**src/rtl/instr_decode_queue_if.sv**
```systemverilog
// instr_decode_queue_if: fetch-side and decode-side handshake bundle for instr_decode_queue.
interface instr_decode_queue_if #(parameter int XLEN = 32, parameter int DEPTH = 4);
  logic                   in_valid;
  logic                   in_ready;
  logic [XLEN-1:0]        in_instr;
  logic [XLEN-1:0]        in_pc;
  logic                   out_valid;
  logic                   out_ready;
  logic [XLEN-1:0]        out_instr;
  logic [XLEN-1:0]        out_pc;
  logic                   out_legal;
  logic [$clog2(DEPTH):0] count;
  modport master (output in_valid, in_instr, in_pc, out_ready,
                  input  in_ready, out_valid, out_instr, out_pc, out_legal, count);
  modport slave  (input  in_valid, in_instr, in_pc, out_ready,
                  output in_ready, out_valid, out_instr, out_pc, out_legal, count);
endinterface

```
**src/rtl/instr_decode_queue.sv**
```systemverilog
// instr_decode_queue: fetch-to-decode FIFO that tags each opcode legal/illegal at enqueue.
// Define IQ_BYPASS_EN to let an empty queue pass the fetch entry straight to decode.
module instr_decode_queue #(
  parameter int DEPTH = 4,
  parameter int XLEN  = 32
) (
  input  logic clk,
  input  logic reset,
  input  logic flush,
  instr_decode_queue_if.slave q
);
  localparam int AW = $clog2(DEPTH);
  localparam int CW = AW + 1;
  logic [XLEN-1:0]  instr_q [DEPTH];
  logic [XLEN-1:0]  instr_d [DEPTH];
  logic [XLEN-1:0]  pc_q [DEPTH];
  logic [XLEN-1:0]  pc_d [DEPTH];
  logic [DEPTH-1:0] legal_q, legal_d;
  logic [AW-1:0]    wr_ptr_q, wr_ptr_d, rd_ptr_q, rd_ptr_d;
  logic [CW-1:0]    count_q, count_d;
  logic             empty, full, head_valid, byp, in_legal, push, pop;
  always_comb begin
    empty      = count_q == '0;
    full       = count_q == CW'(DEPTH);
    head_valid = reset && !empty && !flush;
`ifdef IQ_BYPASS_EN
    byp        = reset && empty && !flush;
`else
    byp        = 1'b0;
`endif
    in_legal   = q.in_instr[6:0] inside {7'b0010011, 7'b0000011, 7'b0100011, 7'b1100011, 7'b0110111,
                                         7'b1101111, 7'b0110011, 7'b0010111, 7'b1100111};
    q.in_ready  = reset && !full && !flush;
    q.out_valid = byp ? q.in_valid : head_valid;
    q.out_instr = !q.out_valid ? '0 : byp ? q.in_instr : instr_q[rd_ptr_q];
    q.out_pc    = !q.out_valid ? '0 : byp ? q.in_pc : pc_q[rd_ptr_q];
    q.out_legal = q.out_valid && (byp ? in_legal : legal_q[rd_ptr_q]);
    q.count     = count_q;
    // a bypassed entry consumed this cycle never occupies a slot
    push     = q.in_valid && q.in_ready && !(byp && q.out_ready);
    pop      = head_valid && q.out_ready;
    wr_ptr_d = flush ? '0 : wr_ptr_q + AW'(push);
    rd_ptr_d = flush ? '0 : rd_ptr_q + AW'(pop);
    count_d  = flush ? '0 : count_q + CW'(push) - CW'(pop);
    instr_d  = instr_q;
    pc_d     = pc_q;
    legal_d  = legal_q;
    if (push) begin
      instr_d[wr_ptr_q] = q.in_instr;
      pc_d[wr_ptr_q]    = q.in_pc;
      legal_d[wr_ptr_q] = in_legal;
    end
  end
  always_ff @(posedge clk or negedge reset)
    if (!reset) begin
      wr_ptr_q <= '0;
      rd_ptr_q <= '0;
      count_q  <= '0;
    end else begin
      wr_ptr_q <= wr_ptr_d;
      rd_ptr_q <= rd_ptr_d;
      count_q  <= count_d;
    end
  always_ff @(posedge clk) begin
    instr_q <= instr_d;
    pc_q    <= pc_d;
    legal_q <= legal_d;
  end
endmodule

```
**src/flat_wrapper.sv**
```systemverilog
// flat-port wrapper written by rule: the top's interface ports become plain ports
module instr_decode_queue_flat 
#(
  parameter int DEPTH = 4,
  parameter int XLEN  = 32
)
  (clk, reset, flush, q_in_valid, q_in_instr, q_in_pc, q_out_ready, q_in_ready, q_out_valid, q_out_instr, q_out_pc, q_out_legal, q_count);
  instr_decode_queue_if #(.XLEN(XLEN), .DEPTH(DEPTH)) q_i ();
  input  logic clk;
  input  logic reset;
  input  logic flush;
  input wire logic [$bits(q_i.in_valid)-1:0] q_in_valid;
  input wire logic [$bits(q_i.in_instr)-1:0] q_in_instr;
  input wire logic [$bits(q_i.in_pc)-1:0] q_in_pc;
  input wire logic [$bits(q_i.out_ready)-1:0] q_out_ready;
  output wire logic [$bits(q_i.in_ready)-1:0] q_in_ready;
  output wire logic [$bits(q_i.out_valid)-1:0] q_out_valid;
  output wire logic [$bits(q_i.out_instr)-1:0] q_out_instr;
  output wire logic [$bits(q_i.out_pc)-1:0] q_out_pc;
  output wire logic [$bits(q_i.out_legal)-1:0] q_out_legal;
  output wire logic [$bits(q_i.count)-1:0] q_count;
  assign q_i.in_valid = q_in_valid;
  assign q_i.in_instr = q_in_instr;
  assign q_i.in_pc = q_in_pc;
  assign q_i.out_ready = q_out_ready;
  assign q_in_ready = q_i.in_ready;
  assign q_out_valid = q_i.out_valid;
  assign q_out_instr = q_i.out_instr;
  assign q_out_pc = q_i.out_pc;
  assign q_out_legal = q_i.out_legal;
  assign q_count = q_i.count;
  instr_decode_queue #(.DEPTH(DEPTH), .XLEN(XLEN)) u_core (.clk(clk), .reset(reset), .flush(flush), .q(q_i));
endmodule
```
**config.mk**
```make
export PLATFORM = sky130hd
export DESIGN_NAME = instr_decode_queue_flat
export DESIGN_NICKNAME = d
export VERILOG_FILES = /design/src/rtl/instr_decode_queue_if.sv /design/src/rtl/instr_decode_queue.sv /design/src/flat_wrapper.sv
export SDC_FILE = /design/constraint.sdc
export NUM_CORES = 1
export LEC_CHECK = 0
export CORE_ASPECT_RATIO = 1.75
export CORE_MARGIN = 2
export CORE_UTILIZATION = 49
export DETAILED_ROUTE_END_ITERATION = 10
export PLACE_DENSITY = 0.87
export SLEW_MARGIN = 20
export SYNTH_ARGS = -nofsm -noshare
export SYNTH_HDL_FRONTEND = slang
export SYNTH_SLANG_ARGS = --single-unit
```
**constraint.sdc**
```tcl
create_clock -name clk -period 7.88 [get_ports clk]
set_clock_uncertainty 0.05 [all_clocks]
set_input_delay 1.576 -clock clk [delete_from_list [all_inputs] [get_ports clk]]
set_output_delay 1.576 -clock clk [all_outputs]
set_load 0.05 [all_outputs]
```
# Word level (Yosys, flattened, before mapping)
# Index checks and enable logic that the tools add are counted.
# classes
reduce_logical,14
addsub,4
muxes,20
bitwise_logic,2
n_eq_ne,10
magnitude_cmp,6
# ops
operator,count
bitwise mux 128 bit,2
two-way mux 32 bit,7
binary-select mux 32 bit (select 2 bit),2
demux 32 bit (select 2 bit),1
"equality test 7 x 6 -> 1 bit, second input constant",3
"equality test 7 bit, second input constant",3
"equality test 7 x 5 -> 1 bit, second input constant",2
logical AND 1 bit,9
nonzero test 9 bit,1
"equality test 7 x 2 -> 1 bit, second input constant",1
">= comparator 3 bit, second input constant",2
"less-than comparator 2 x 3 -> 1 bit, second input constant",2
NOT 2 -> 3 bit,2
adder 2 x 1 -> 2 bit,2
bitwise mux 4 bit,1
two-way mux 2 bit,2
adder 3 x 1 -> 3 bit,1
"equality test 3 bit, second input constant",1
logical NOT 1 bit,3
logical NOT 3 bit,1
"less-than comparator 3 x 1 -> 1 bit, second input constant",1
two-way mux 3 bit,1
subtractor 3 x 1 -> 3 bit,1
binary-select mux 1 bit (select 2 bit),1
other kinds (3),4
# word_totals
ff_bits,267
wordCells,68
output_inout_bits,70

# Longest topological paths before layout
# Gate-level depths: netlist of run 1.
# logic_depth
word_depth,8
ltp_mapped,10
depth_no_buf,9

# Worst setup path before layout of run 1
# OpenSTA, ideal clock, no wires.
# synth_path
path_kind,input-to-reg
startpoint,input flush
endpoint,register u_core.instr_q[64] in the netlist's numbering (enable)
t_required_ns,7.159
setup_time_ns,0.671
stages,2
t_arrival_ns,8.524
setup_slack_ns,-1.365
path_buffers,0
path_cell_list,nand3b_1 nor4b_1
# synth_between
elab_chain_len,3
# synth_rtl
item,line,source
"start, declared",flat_wrapper.sv:11,input logic flush;
logical NOT 1 bit,instr_decode_queue.sv:33,q.in_ready = reset && !full && !flush;
logical AND 1 bit,instr_decode_queue.sv:33,
logical AND 1 bit,instr_decode_queue.sv:40,push = q.in_valid && q.in_ready && !(byp && q.out_ready);
"end signal, assigned",instr_decode_queue.sv:65,instr_q <= instr_d;
"end, declared",instr_decode_queue.sv:14,logic [XLEN-1:0] instr_q [DEPTH];
# Every way passes these cells.
# A chain may end at the register's enable or synchronous reset.

# Final worst setup path of run 1
# layout_path
startpoint,input reset
endpoint,output q_out_pc[8]
# layout_between
elab_chain_len,3
# layout_rtl
item,line,source
"start, declared",flat_wrapper.sv:10,input logic reset;
logical AND 1 bit (2 in a row),instr_decode_queue.sv:25,head_valid = reset && !empty && !flush;
two-way mux 32 bit,instr_decode_queue.sv:36,q.out_pc = !q.out_valid ? '0 : byp ? q.in_pc : pc_q[rd_ptr_q];
"end, declared",flat_wrapper.sv:19,output wire logic [$bits(q_i.out_pc)-1:0] q_out_pc;
# Every way passes these cells.

==> impl_results.md, run 1 <==
* Cells after synthesis at 460
* Final setup vio count at 0
* Largest net degree at the start of global routing at 68
* RD Place Congestion at 0.744
* Placed Cells at 830
* Pwr dens at 244 nW/um^2
* Vias per inst at 5.83
* CTS buffer count at 23
* Critical path arrival at 4.46 ns
* Seq pwr share at 51.6%
* Commonest non-fill, non-tap cell in the layout: edfxtp_1
* Root buf cell: clkbuf_16
* Syn Area/Cell at 22.5 um^2
* Hold Crit Depth at 2
* HPWL Detailed at 11,800 um
* RSZ-0062 raised after global routing: false
* Antenna viol nets, final at 0
* Post_cts resized at 0
* Tcrit/Tclk final at 77.2%
* Port bufs at 138
* Initial Utilization at 49.8%
* DRC at 0
* Per-cell routed wire length at 23.3 um
* Min-Delay Path Class: flop to flop
* Initial antenna violation count at 3
* Rel. slew slack at 27.9%
* Sw Pwr at 0.695 mW
* I/O pins at 139
* Die area at 22,300 um^2
* # fillers at 1,419
* Htree depth at 1
* Finished Layout Cells at 874
* Min-Delay Startpoint: u_core.wr_ptr_q[1]
* Post-layout min period at 6.08 ns
* Vias at 5,099
* Core area at 20,800 um^2
* FF-to-FF Start: u_core.q.count[1]
* # hold bufs at CTS at 0
* TritonRoute pass-1 iters at 5
* Switching fraction of total power at 22.4%
* Worst reg-to-reg path cell count at 9
* Power Internal at 2.40 mW
* Yosys reg bits at 267
* Final #Nets at 677
* Clk buf depth at 3
* Syn_nets at 534
* Number of global-route vias before repair at 5,639
* GRT Util Overall at 18.7%
* Fraction of layout cells with a size suffix above 1 at 18.5%
* Clock sink total at 267
* FMAX at 164 MHz
* Yosys cell types at 27
* Comb pwr share at 10.9%
* Slew @ Worst Pin at 1.08 ns
* Cell area after synthesis at 10,300 um^2
* Reg clk slew, reported paths at 0.06 ns
* Iter 0 DRT Violations at 403
* Syn. warnings at 0
* Commonest cells after routing, fill and taps aside: 260 x edfxtp_1, 138 x clkdlybuf4s50_1, 66 x and3_1
* Register area share after synthesis at 77.3%
* Status: completed
* Static Leak at 4.22 nW
* Max-Cap Viols at 0
* Area grow syn2layout at 23.2%
* End of the worst register-to-register path: u_core.q.count[2]
* Critical-path maximum fanout at 37
* Worst hold path endpoint: u_core.wr_ptr_q[1]
* Crit path kind: input pin to primary output
* Clock power share at 37.5%
* Worst EP required at 6.25 ns
* R2r setup slk at 5.05 ns
* Setup crit end kind: primary output
* CTS tree: yes
* Die Y at 196 um
* First-pass GRT wire length at 31,800 um
* Total gr overflow at 0
* Fin. max-slew vios at 0
* DRT Wirelength at 20,300 um
* Crit path launch type: input pin
* Die X at 114 um
* Post-CTS setup buffer count at 0
* Worst-Skew Late Latency at 0.51 ns
* Setup tns final at 0 ns
* Placement Rows at 70
* VDD IR-drop max at 0.169 mV
* Final Hold Viols at 0
==> sequential cells by signal, indices dropped and copies added (netlist names) <==
register         cells
u_core.legal_q       4
u_core.q.count       3
u_core.pc_q        128
u_core.rd_ptr_q      2
u_core.wr_ptr_q      2
u_core.instr_q     128
==> Yosys cell counts <==
cell type    n  area (um^2)
nor2b_1      5         31.3
buf_12       5          100
a2111oi_0    1         8.76
nand3b_1     1         7.51
edfxtp_1   260         7810
nor4_1       1         6.26
nor4b_1      2         17.5
xnor3_1      1         22.5
xnor2_1      2         17.5
nor3b_1      2         15.0
and2_1       1         6.26
nor2_1       5         18.8
buf_2        6         30.0
or3_1        1         6.26
nor4bb_1     1         10.0
nand2_1      1         3.75
ha_1         4         50.1
and3_1      66          413
a21boi_0     1         7.51
inv_1        3         11.3
dfrtp_1      7          175
mux4_2      65         1460
buf_6        1         11.3
clkbuf_1    15         56.3
buf_4        1         7.51
fa_1         1         20.0
nand2b_1     1         6.26
==> through the flow <==
step           hold WS, ns  area, um^2  utilization, %  setup WS [ns]  power [mW]
4_1_cts              0.638       12700            61.3           1.77        3.13
3_3_place_gp         0.563       11900            57.5           1.86        1.95
6_report             0.645       12700            61.3           1.80        3.10
2_1_floorplan        0.498       10300               -          -1.36        1.84
3_5_place_dp         0.616       11900            57.5           1.76        1.97
5_1_grt              0.676       12700            61.3           1.57        3.19
==> worst max-delay path, stage by stage <==
cell and delay (ns):
clkdlybuf4s50_1 0.70, nor2b_4 0.69, buf_4 0.42, and3_1 0.22
clkdlybuf4s50_1 0.83
==> final cells by class <==
class	instances	area, um^2	area share (%)
diodes	2	5.00	0.0393
clock buffers	30	622	4.89
clock inverters	12	164	1.29
inverters	3	11.3	0.0885
multi-input cells	162	2180	17.1
flip-flops and latches	267	7990	62.8
well taps	252	315	2.48
repair buffers	146	1440	11.3
==> power by group through the flow <==
| stage | combinational, mW | sequential (mW) | clock (mW) |
|---|---|---|---|
| final | 0.337 | 1.60 | 1.16 |
| after global routing | 0.355 | 1.60 | 1.24 |
| after CTS | 0.339 | 1.60 | 1.19 |
| after detailed placement | 0.336 | 1.63 | 0 |
| after global placement | 0.324 | 1.63 | 0 |
| after floorplan | 0.205 | 1.63 | 0 |
==> metal layers <==
layer | GRT usage [%] | up-vias | share of wire [%]
met3 | 2.78 | 43 | 5.1
met5 | 0 | - | 0.059
li1 | - | 2209 | -
met2 | 33.8 | 174 | 54
met1 | 22.6 | 2671 | 37
met4 | 7.00 | 2 | 3.1
==> cell families (layout without fill, tap and decap cells) <==
group                      count (synthesis)  after routing  share of synthesized area (%)
and+or+nand+nor                           87             87                           5.24
DFF                                      267            267                           77.3
buffers and inverters                     31            191                           2.10
muxes                                     65             65                           14.2
other                                      0              2                              0
xor gates and xnor gates                   3              3                          0.388
adders and majority gates                  5              5                          0.678
AOI/OAI and AO/OA                          2              2                          0.157
==> worst max-delay path by stage <==
stage	from	to	slack, ns
6_report	reset	q_out_pc[8]	1.80
5_1_grt	reset	q_out_pc[14]	1.57
2_1_floorplan	flush	u_core.instr_q[64]	-1.36
3_3_place_gp	reset	q_out_instr[13]	1.86
4_1_cts	reset	q_out_pc[29]	1.77
3_5_place_dp	reset	q_out_pc[29]	1.76
Power figures use the tool's default switching activity.
==> run 2, diff against run 1 <==
==> constraint.sdc (replaced) <==
create_clock -name clk -period 5 [get_ports clk]
set_clock_uncertainty 0.05 [all_clocks]
set_input_delay 1 -clock clk [delete_from_list [all_inputs] [get_ports clk]]
set_output_delay 1 -clock clk [all_outputs]
set_load 0.05 [all_outputs]
==> impl_results.md, run 2 (synthesis gave the netlist of run 1 again) <==
* RSZ-0062 raised after global routing: false
* Worst-Skew Late Latency at 0.49 ns
* Number of global-route vias before repair at 5,401
* Root buf cell: clkbuf_16
* Antenna viol nets, final at 0
* Fin. max-slew vios at 0
* Largest net degree at the start of global routing at 68
* Clk buf depth at 3
* HPWL Detailed at 12,400 um
* Final Hold Viols at 0
* Initial Utilization at 49.8%
* I/O pins at 139
* Critical path arrival at 3.38 ns
* Vias per inst at 5.79
* Die Y at 196 um
* TritonRoute pass-1 iters at 4
* Fraction of layout cells with a size suffix above 1 at 19.0%
* Static Leak at 4.23 nW
* Antenna diode count at 0
* Critical-path maximum fanout at 31
* Dpl ws at 0.550 ns
* VDD IR-drop max at 0.286 mV
* Final setup vio count at 0
* Per-cell routed wire length at 23.1 um
* Total gr overflow at 0
* GRT Util Overall at 17.9%
* Rel. slew slack at 31.5%
* Max-Cap Viols at 0
* Crit path launch type: input pin
* DRC at 0
* CTS buffer count at 22
* FMAX at 226 MHz
* Post_cts resized at 0
* Slew @ Worst Pin at 1.03 ns
* Die area at 22,300 um^2
* Commonest cells after routing, fill and taps aside: 260 x edfxtp_1, 137 x clkdlybuf4s50_1, 66 x and3_1
* Status: completed
* Area grow syn2layout at 23.5%
* Worst EP required at 3.95 ns
* Pwr dens at 374 nW/um^2
* Min-Delay Path Class: flop to flop
* DRT Wirelength at 20,200 um
* Setup crit end kind: primary output
* Clock sink total at 267
* Pwr Total at 4.77 mW
* CTS tree: yes
* First-pass GRT wire length at 30,400 um
* Commonest non-fill, non-tap cell in the layout: edfxtp_1
* Port bufs at 138
* Placement Rows at 70
* Tcrit/Tclk final at 88.7%
* Core area at 20,800 um^2
* Vias at 5,057
* Initial antenna violation count at 0
* Die X at 114 um
* Reg clk slew, reported paths at 0.07 ns
* Final worst slack at 0.566 ns
* Iter 0 DRT Violations at 366
* RD Place Congestion at 0.729
* # hold bufs at CTS at 0
* Biggest regs: u_core.instr_q (128), u_core.pc_q (128), u_core.legal_q (4)
* Post-CTS setup buffer count at 0
* Htree depth at 1
* Post-layout min period at 4.43 ns
* Final #Nets at 680
* Crit path kind: input pin to primary output
[run 2: cell types whose count changed in the layout (fill, tap and decap cells not counted), moves of 2 or more]
cell      delta
nor4b_4      +2
buf_4        +2
inv_6        -2
diode_2      -2
buf_12       +3
clkinv_2     +2
nor4b_2      -2
[run 2: cell type report]
cell class                 count  area (um^2)
tap                          252          315
fill                        1398         8000
clock inverter                10          123
clock buffer                  30          612
sequential                   267         7990
inverter                       3         11.3
timing repair buffer         150         1510
multi-input combinational    162         2200
[run 2: path summary, 6_finish.rpt]
kind	start	to	slack [ns]	cells after the start
max	reset	q_out_instr[22]	0.57	6
min	u_core.q.count[2]	u_core.q.count[2]	0.64	2
max reg2reg	u_core.q.count[1]	u_core.q.count[2]	1.90	9
min reg2reg	u_core.q.count[2]	u_core.q.count[2]	0.64	2
max in group asynchronous	reset	u_core.rd_ptr_q[0]	4.00	2
min in group asynchronous	reset	u_core.wr_ptr_q[0]	0.75	2
[run 2: stage by stage]
step	cell area [um^2]	std cells	setup TNS (ns)	hold WS, ns	utilization (%)
finish	12800	874	0	0.642	61.5
global route	12800	874	0	0.694	61.5
CTS	12800	874	0	0.648	61.5
detailed placement	12000	834	0	0.638	57.9
global placement	12000	834	0	0.593	57.9
floorplan	10400	460	-93.31	0.536	-
[run 2: where the power goes]
part           internal, mW  total (mW)  switching (mW)
Sequential             2.50        2.52          0.0246
Combinational         0.210       0.531           0.320
Clock                  1.01        1.72           0.707
[run 2: worst max-delay path, stage by stage]
cell and delay (ns):
clkdlybuf4s50_1 0.46, buf_4 0.18, nor2b_4 0.34, buf_4 0.33, and3_1 0.23, clkdlybuf4s50_1 0.83
[run 2: metal layers]
metal,vias to the layer above,global-route usage (%),wire (um)
met5,-,0,0
met4,0,6.32,580
li1,2212,-,-
met1,2656,21.3,7300
met2,152,33.2,11500
met3,37,2.22,790
==> run 3, diff against run 2 <==
--- a/config.mk
+++ b/config.mk
@@ -5,6 +5,7 @@
 export SDC_FILE = /design/constraint.sdc
 export NUM_CORES = 1
 export LEC_CHECK = 0
+export ABC_CLOCK_PERIOD_IN_PS = 5000
 export CORE_ASPECT_RATIO = 1.75
 export CORE_MARGIN = 2
 export CORE_UTILIZATION = 49
==> results of run 3 <==
Final layout, timing and power as in run 2 (identical DEF).
==> patch 1: new RTL, config.mk and constraints of run 3 <==
`XLEN` is set to 32 in 3 places; all go to 48.
--- a/src/rtl/instr_decode_queue_if.sv
+++ b/src/rtl/instr_decode_queue_if.sv
@@ -1,4 +1,4 @@
 // instr_decode_queue_if: fetch-side and decode-side handshake bundle for instr_decode_queue.
-interface instr_decode_queue_if #(parameter int XLEN = 32, parameter int DEPTH = 4);
+interface instr_decode_queue_if #(parameter int XLEN = 48, parameter int DEPTH = 4);
   logic                   in_valid;
   logic                   in_ready;
--- a/src/rtl/instr_decode_queue.sv
+++ b/src/rtl/instr_decode_queue.sv
@@ -3,5 +3,5 @@
 module instr_decode_queue #(
   parameter int DEPTH = 4,
-  parameter int XLEN  = 32
+  parameter int XLEN  = 48
 ) (
   input  logic clk,
--- a/src/flat_wrapper.sv
+++ b/src/flat_wrapper.sv
@@ -3,5 +3,5 @@
 #(
   parameter int DEPTH = 4,
-  parameter int XLEN  = 32
+  parameter int XLEN  = 48
 )
   (clk, reset, flush, q_in_valid, q_in_instr, q_in_pc, q_out_ready, q_in_ready, q_out_valid, q_out_instr, q_out_pc, q_out_legal, q_count);
Ports: changed (resized q_in_instr, q_in_pc, q_out_instr and q_out_pc); port bits go from 139 to 203. No check against the original RTL was run, so the function may have changed too.
==> patch 1 against run 3 <==
  * Total power increased by 51%
  * Fmax decreased by 1.3%
  * Utilization decreased by 0.070 points
  * Final area increased by 47%
  * Routed wire length increased by 51%
  * Worst setup slack got worse by 0.058 ns
  * Sequential share of layout area increased by 0.30 points
  * Synthesized area increased by 46%
  * Clock power increased by 56%
  * Sequential cell count increased by 128
  * Register-to-register slack improved by 0.26 ns
  * First-iteration DRC count increased by 9.8%
  * Critical path type unchanged
  * Largest power group unchanged
==> patch 1: results (changes against run 3) <==
.. list-table::
   :header-rows: 1

   * - Metric
     - Value
   * - Status
     - complete, no violations (unchanged)
   * - Regs by FF count
     - u_core.instr_q x192, u_core.pc_q x192, u_core.legal_q x4 (was u_core.instr_q x128, u_core.pc_q x128, u_core.legal_q x4)
   * - Sequential element share of the synthesized area
     - 78.16% (was 77.27%)
   * - Pleak
     - 6.336 nW (was 4.227 nW)
   * - Top cells by count, synth
     - sky130_fd_sc_hd__edfxtp_1 (388), sky130_fd_sc_hd__and3_1 (98), sky130_fd_sc_hd__mux4_2 (97) (was sky130_fd_sc_hd__edfxtp_1 (260), sky130_fd_sc_hd__and3_1 (66), sky130_fd_sc_hd__mux4_2 (65))
   * - Final routed wirelength across all metal layers
     - 30420 um (was 20160 um)
   * - Post-Syn Nets
     - 774 (was 534)
   * - Source of the critical timing path
     - flush (was reset)
   * - Initial antenna violation count
     - 2 (was 0)
   * - Area growth from synthesis to layout
     - 24.30% (was 23.51%)
   * - Detailed-route vias per instance
     - 5.700 (was 5.786)
   * - Count of buffers inserted at the top-level ports
     - 202 (was 138)
   * - Ranking of synthesized cells by area
     - sky130_fd_sc_hd__edfxtp_1 (77%), sky130_fd_sc_hd__mux4_2 (14%), sky130_fd_sc_hd__and3_1 (4.1%), sky130_fd_sc_hd__dfrtp_1 (1.2%), sky130_fd_sc_hd__clkbuf_1 (0.67%) (was sky130_fd_sc_hd__edfxtp_1 (76%), sky130_fd_sc_hd__mux4_2 (14%), sky130_fd_sc_hd__and3_1 (4.0%), sky130_fd_sc_hd__dfrtp_1 (1.7%), sky130_fd_sc_hd__buf_12 (0.97%))
   * - Maximum resistive drop on vdd
     - 287.0 uV (was 286.4 uV)
   * - Pin count of the biggest net entering global routing
     - 76 (was 68)
   * - Unique masters post-synth
     - 28 (was 27)
   * - Max Fanout on Critical Path
     - 28 (was 31)
   * - Worst path arrival time
     - 3.44 ns (was 3.38 ns)
   * - Deepest level of the CTS H-tree
     - 2 (was 1)
   * - Final-layout fill cell count
     - 2088 (was 1398)
   * - Synthesized area per cell
     - 22.65 sq um (was 22.46 sq um)
   * - Starting DRT DRC Count
     - 402 (was 366)
   * - Headroom to the max-slew limit
     - 29.85% (was 31.46%)
   * - Post-layout nets
     - 988 (was 680)
   * - P_sw
     - 1.607 mW (was 1.052 mW)
   * - Proportion of layout cells with a drive suffix above 1
     - 24.72% (was 18.97%)
   * - First-pass GRT wire length
     - 45780 um (was 30350 um)
   * - Sum of net half-perimeters after detailed placement
     - 18390 um (was 12400 um)
## patch 1: cell count changes in the layout (fill, tap and decap cells not counted), moves of 2 or more
cell	run 3	this run
sky130_fd_sc_hd__clkbuf_16	23	35
sky130_fd_sc_hd__clkdlybuf4s50_1	137	152
sky130_fd_sc_hd__buf_12	3	12
sky130_fd_sc_hd__diode_2	0	2
sky130_fd_sc_hd__mux4_2	65	97
sky130_fd_sc_hd__clkinv_1	2	8
sky130_fd_sc_hd__buf_4	10	58
sky130_fd_sc_hd__bufinv_16	3	6
sky130_fd_sc_hd__inv_6	0	2
sky130_fd_sc_hd__edfxtp_1	260	388
sky130_fd_sc_hd__and3_1	66	98
sky130_fd_sc_hd__clkbuf_1	6	3
## patch 1: cell families after synthesis
| logic type | count (synthesis) | share of synthesized area, % |
|---|---|---|
| adders and majority gates | 5 | 0.4631 |
| and+or+nand+nor | 119 | 4.904 |
| muxes | 97 | 14.44 |
| xor gates and xnor gates | 3 | 0.2646 |
| AOI/OAI and AO/OA | 2 | 0.1075 |
| DFF | 395 | 78.16 |
| buffers and inverters | 47 | 1.662 |
## patch 1: routing by layer
layer  track usage (%)  wire (um)
met1             21.98      10900
met4             8.310       1081
met5                 0          0
met2             34.68      17060
met3             3.061       1376
## patch 1: final cells by class
| cell class | count | area share, % |
|---|---|---|
| Antenna cell | 2 | 0.02661 |
| Clock buffer | 38 | 4.717 |
| Clock inverter | 22 | 1.370 |
| Inverter | 3 | 0.05988 |
| Multi-Input combinational cell | 226 | 16.62 |
| Sequential cell | 395 | 62.92 |
| Tap cell | 391 | 2.601 |
| Timing Repair Buffer | 222 | 11.68 |
## patch 1: path summary, 6_finish.rpt
path	cells after the start	endpoint	slack (ns)
max	5	q_out_instr[14]	0.51
min	2	u_core.q.count[2]	0.67
max reg2reg	9	u_core.q.count[2]	2.16
min reg2reg	2	u_core.q.count[2]	0.67
max in group asynchronous	2	u_core.rd_ptr_q[0]	4.00
min in group asynchronous	2	u_core.q.count[2]	0.75
## patch 1: power by group through the flow
stage | clock network [mW] | registers, mW | logic, mW
3_3_place_gp | 0 | 3.78 | 0.786
4_1_cts | 2.76 | 3.71 | 0.806
3_5_place_dp | 0 | 3.78 | 0.801
2_1_floorplan | 0 | 3.80 | 0.462
5_1_grt | 2.86 | 3.72 | 0.845
6_report | 2.69 | 3.71 | 0.798
## patch 1: worst max-delay path: stages
cell	delay, ns
sky130_fd_sc_hd__clkdlybuf4s50_1	0.59
sky130_fd_sc_hd__nor2b_4	0.57
sky130_fd_sc_hd__buf_12	0.23
sky130_fd_sc_hd__and3_1	0.18
sky130_fd_sc_hd__clkdlybuf4s50_1	0.82
==> patch 2: new RTL, config.mk and constraints of run 3 <==
Made on the original files. Make the reset (`reset`) synchronous in one clocked block.
--- a/src/rtl/instr_decode_queue.sv
+++ b/src/rtl/instr_decode_queue.sv
@@ -52,5 +52,5 @@
     end
   end
-  always_ff @(posedge clk or negedge reset)
+  always_ff @(posedge clk)
     if (!reset) begin
       wr_ptr_q <= '0;
Formal check against the unedited RTL: differs if reset is asserted again (counterexample within 4 cycles, from zero or initial values and one cycle with reset low); with reset held inactive, the same outputs for 4 cycles.
==> patch 2 against run 3 <==
  * Sequential cell count unchanged
  * Critical path type unchanged
  * Synthesized cell count is 2.0% higher
  * Final area about the same
  * Worst setup slack gained 0.32 ns
  * Utilization barely moved
  * Largest cell class unchanged
  * Routed wire length decreased by 2.0%
  * Synthesized area fell by 0.53%
  * Non-clock buffer count is 1 lower
Power is not compared: it rests on default switching activity, and its combinational part moved more than twofold at a synthesized area within 25%.
==> patch 2: results (changes against run 3) <==
.. list-table::
   :header-rows: 1

   * - Metric
     - Value
   * - #MultiIn Comb
     - 169 (was 162)
   * - Proportion of synthesized flip-flops having asynchronous set or reset
     - 0% (was 2.622%)
   * - Worst hold path startpoint
     - u_core.q.count[2] (unchanged)
   * - Top cells by count, synth
     - sky130_fd_sc_hd__edfxtp_1 (260), sky130_fd_sc_hd__and3_1 (66), sky130_fd_sc_hd__mux4_2 (65) (unchanged)
   * - Max Fanout on Critical Path
     - 71 (was 31)
   * - Depth of the worst register-to-register path
     - 5 (was 9)
   * - Pin count of the biggest net entering global routing
     - 72 (was 68)
   * - Overall die width
     - 113.5 um (was 113.8 um)
   * - Proportion of layout cells with a drive suffix above 1
     - 19.08% (was 18.97%)
   * - CTS Buf Count
     - 23 (was 22)
   * - Final-layout fill cell count
     - 1414 (was 1398)
   * - Compound-cell area share of the yosys netlist
     - 0.3287% (was 0.1574%)
   * - Plain + repair buffers
     - 149 (was 150)
   * - Adder-Cell Fraction of Synth Area
     - 0.4383% (was 0.6782%)
   * - Count of inserted antenna diode cells
     - 2 (was 0)
   * - Capture point of the worst reg-to-reg path
     - u_core.pc_q[7] (was u_core.q.count[2])
   * - Sum of net half-perimeters after detailed placement
     - 12030 um (was 12400 um)
   * - Detailed-route vias per instance
     - 5.841 (was 5.786)
   * - Initial antenna violation count
     - 2 (was 0)
   * - Status
     - complete, no violations (unchanged)
   * - Final routed wire length divided by cell count
     - 22.37 um (was 23.06 um)
   * - Sequential element share of the synthesized area
     - 77.34% (was 77.27%)
   * - Global placer's final weighted congestion
     - 0.7292 (was 0.7289)
   * - Number of clock buffers in the layout
     - 25 (was 30)
   * - Starting DRT DRC Count
     - 341 (was 366)
   * - Fraction of area in multi-input gates
     - 17.12% (was 17.26%)
patch 2: power groups by stage:
stage	registers [mW]	logic [mW]	clock network, mW
3_5_place_dp	2.53	0.164	0
6_report	2.48	0.163	1.84
5_1_grt	2.48	0.175	1.96
3_3_place_gp	2.53	0.156	0
4_1_cts	2.48	0.165	1.88
2_1_floorplan	2.53	0.0609	0
patch 2: cell families (layout without fill, tap and decap cells):
logic type               after synthesis  in the layout
flip-flops                           267            267
AND/OR/NAND/NOR                       93             93
multiplexers                          66             66
buffers and inverters                 33            193
AO/OA/AOI/OAI                          5              5
adder cells (fa/ha/maj)                3              3
XOR/XNOR                               2              2
other                                  0              2
patch 2: worst min-delay path by stage:
stage | end | slack, ns
detailed placement | u_core.q.count[2] | 0.53
floorplan | u_core.wr_ptr_q[1] | 0.49
finish | u_core.q.count[2] | 0.53
global placement | u_core.q.count[2] | 0.48
CTS | u_core.q.count[2] | 0.53
global route | u_core.q.count[2] | 0.58
patch 2: through the flow:
step	setup WS (ns)	instances	hold slack, ns
after floorplan	0.3348	469	0.4932
final	0.8828	883	0.5337
after CTS	0.8463	881	0.5348
after global placement	0.9433	840	0.4774
after global routing	0.7619	881	0.5808
after detailed placement	0.9257	840	0.5267
patch 2: per-layer routing:
metal	up-vias	GRT usage (%)	part of all wire, %
li1	2243	-	-
met1	2708	20.90	37
met2	169	33.33	56
met3	38	2.948	4.9
met4	0	6.820	2.6
met5	-	0	0
patch 2: worst max-delay path, stage by stage:
cell	delay [ns]
sky130_fd_sc_hd__clkdlybuf4s50_1	0.51
sky130_fd_sc_hd__nor2b_4	0.18
sky130_fd_sc_hd__buf_12	0.26
sky130_fd_sc_hd__and3_1	0.26
sky130_fd_sc_hd__clkdlybuf4s50_1	0.82
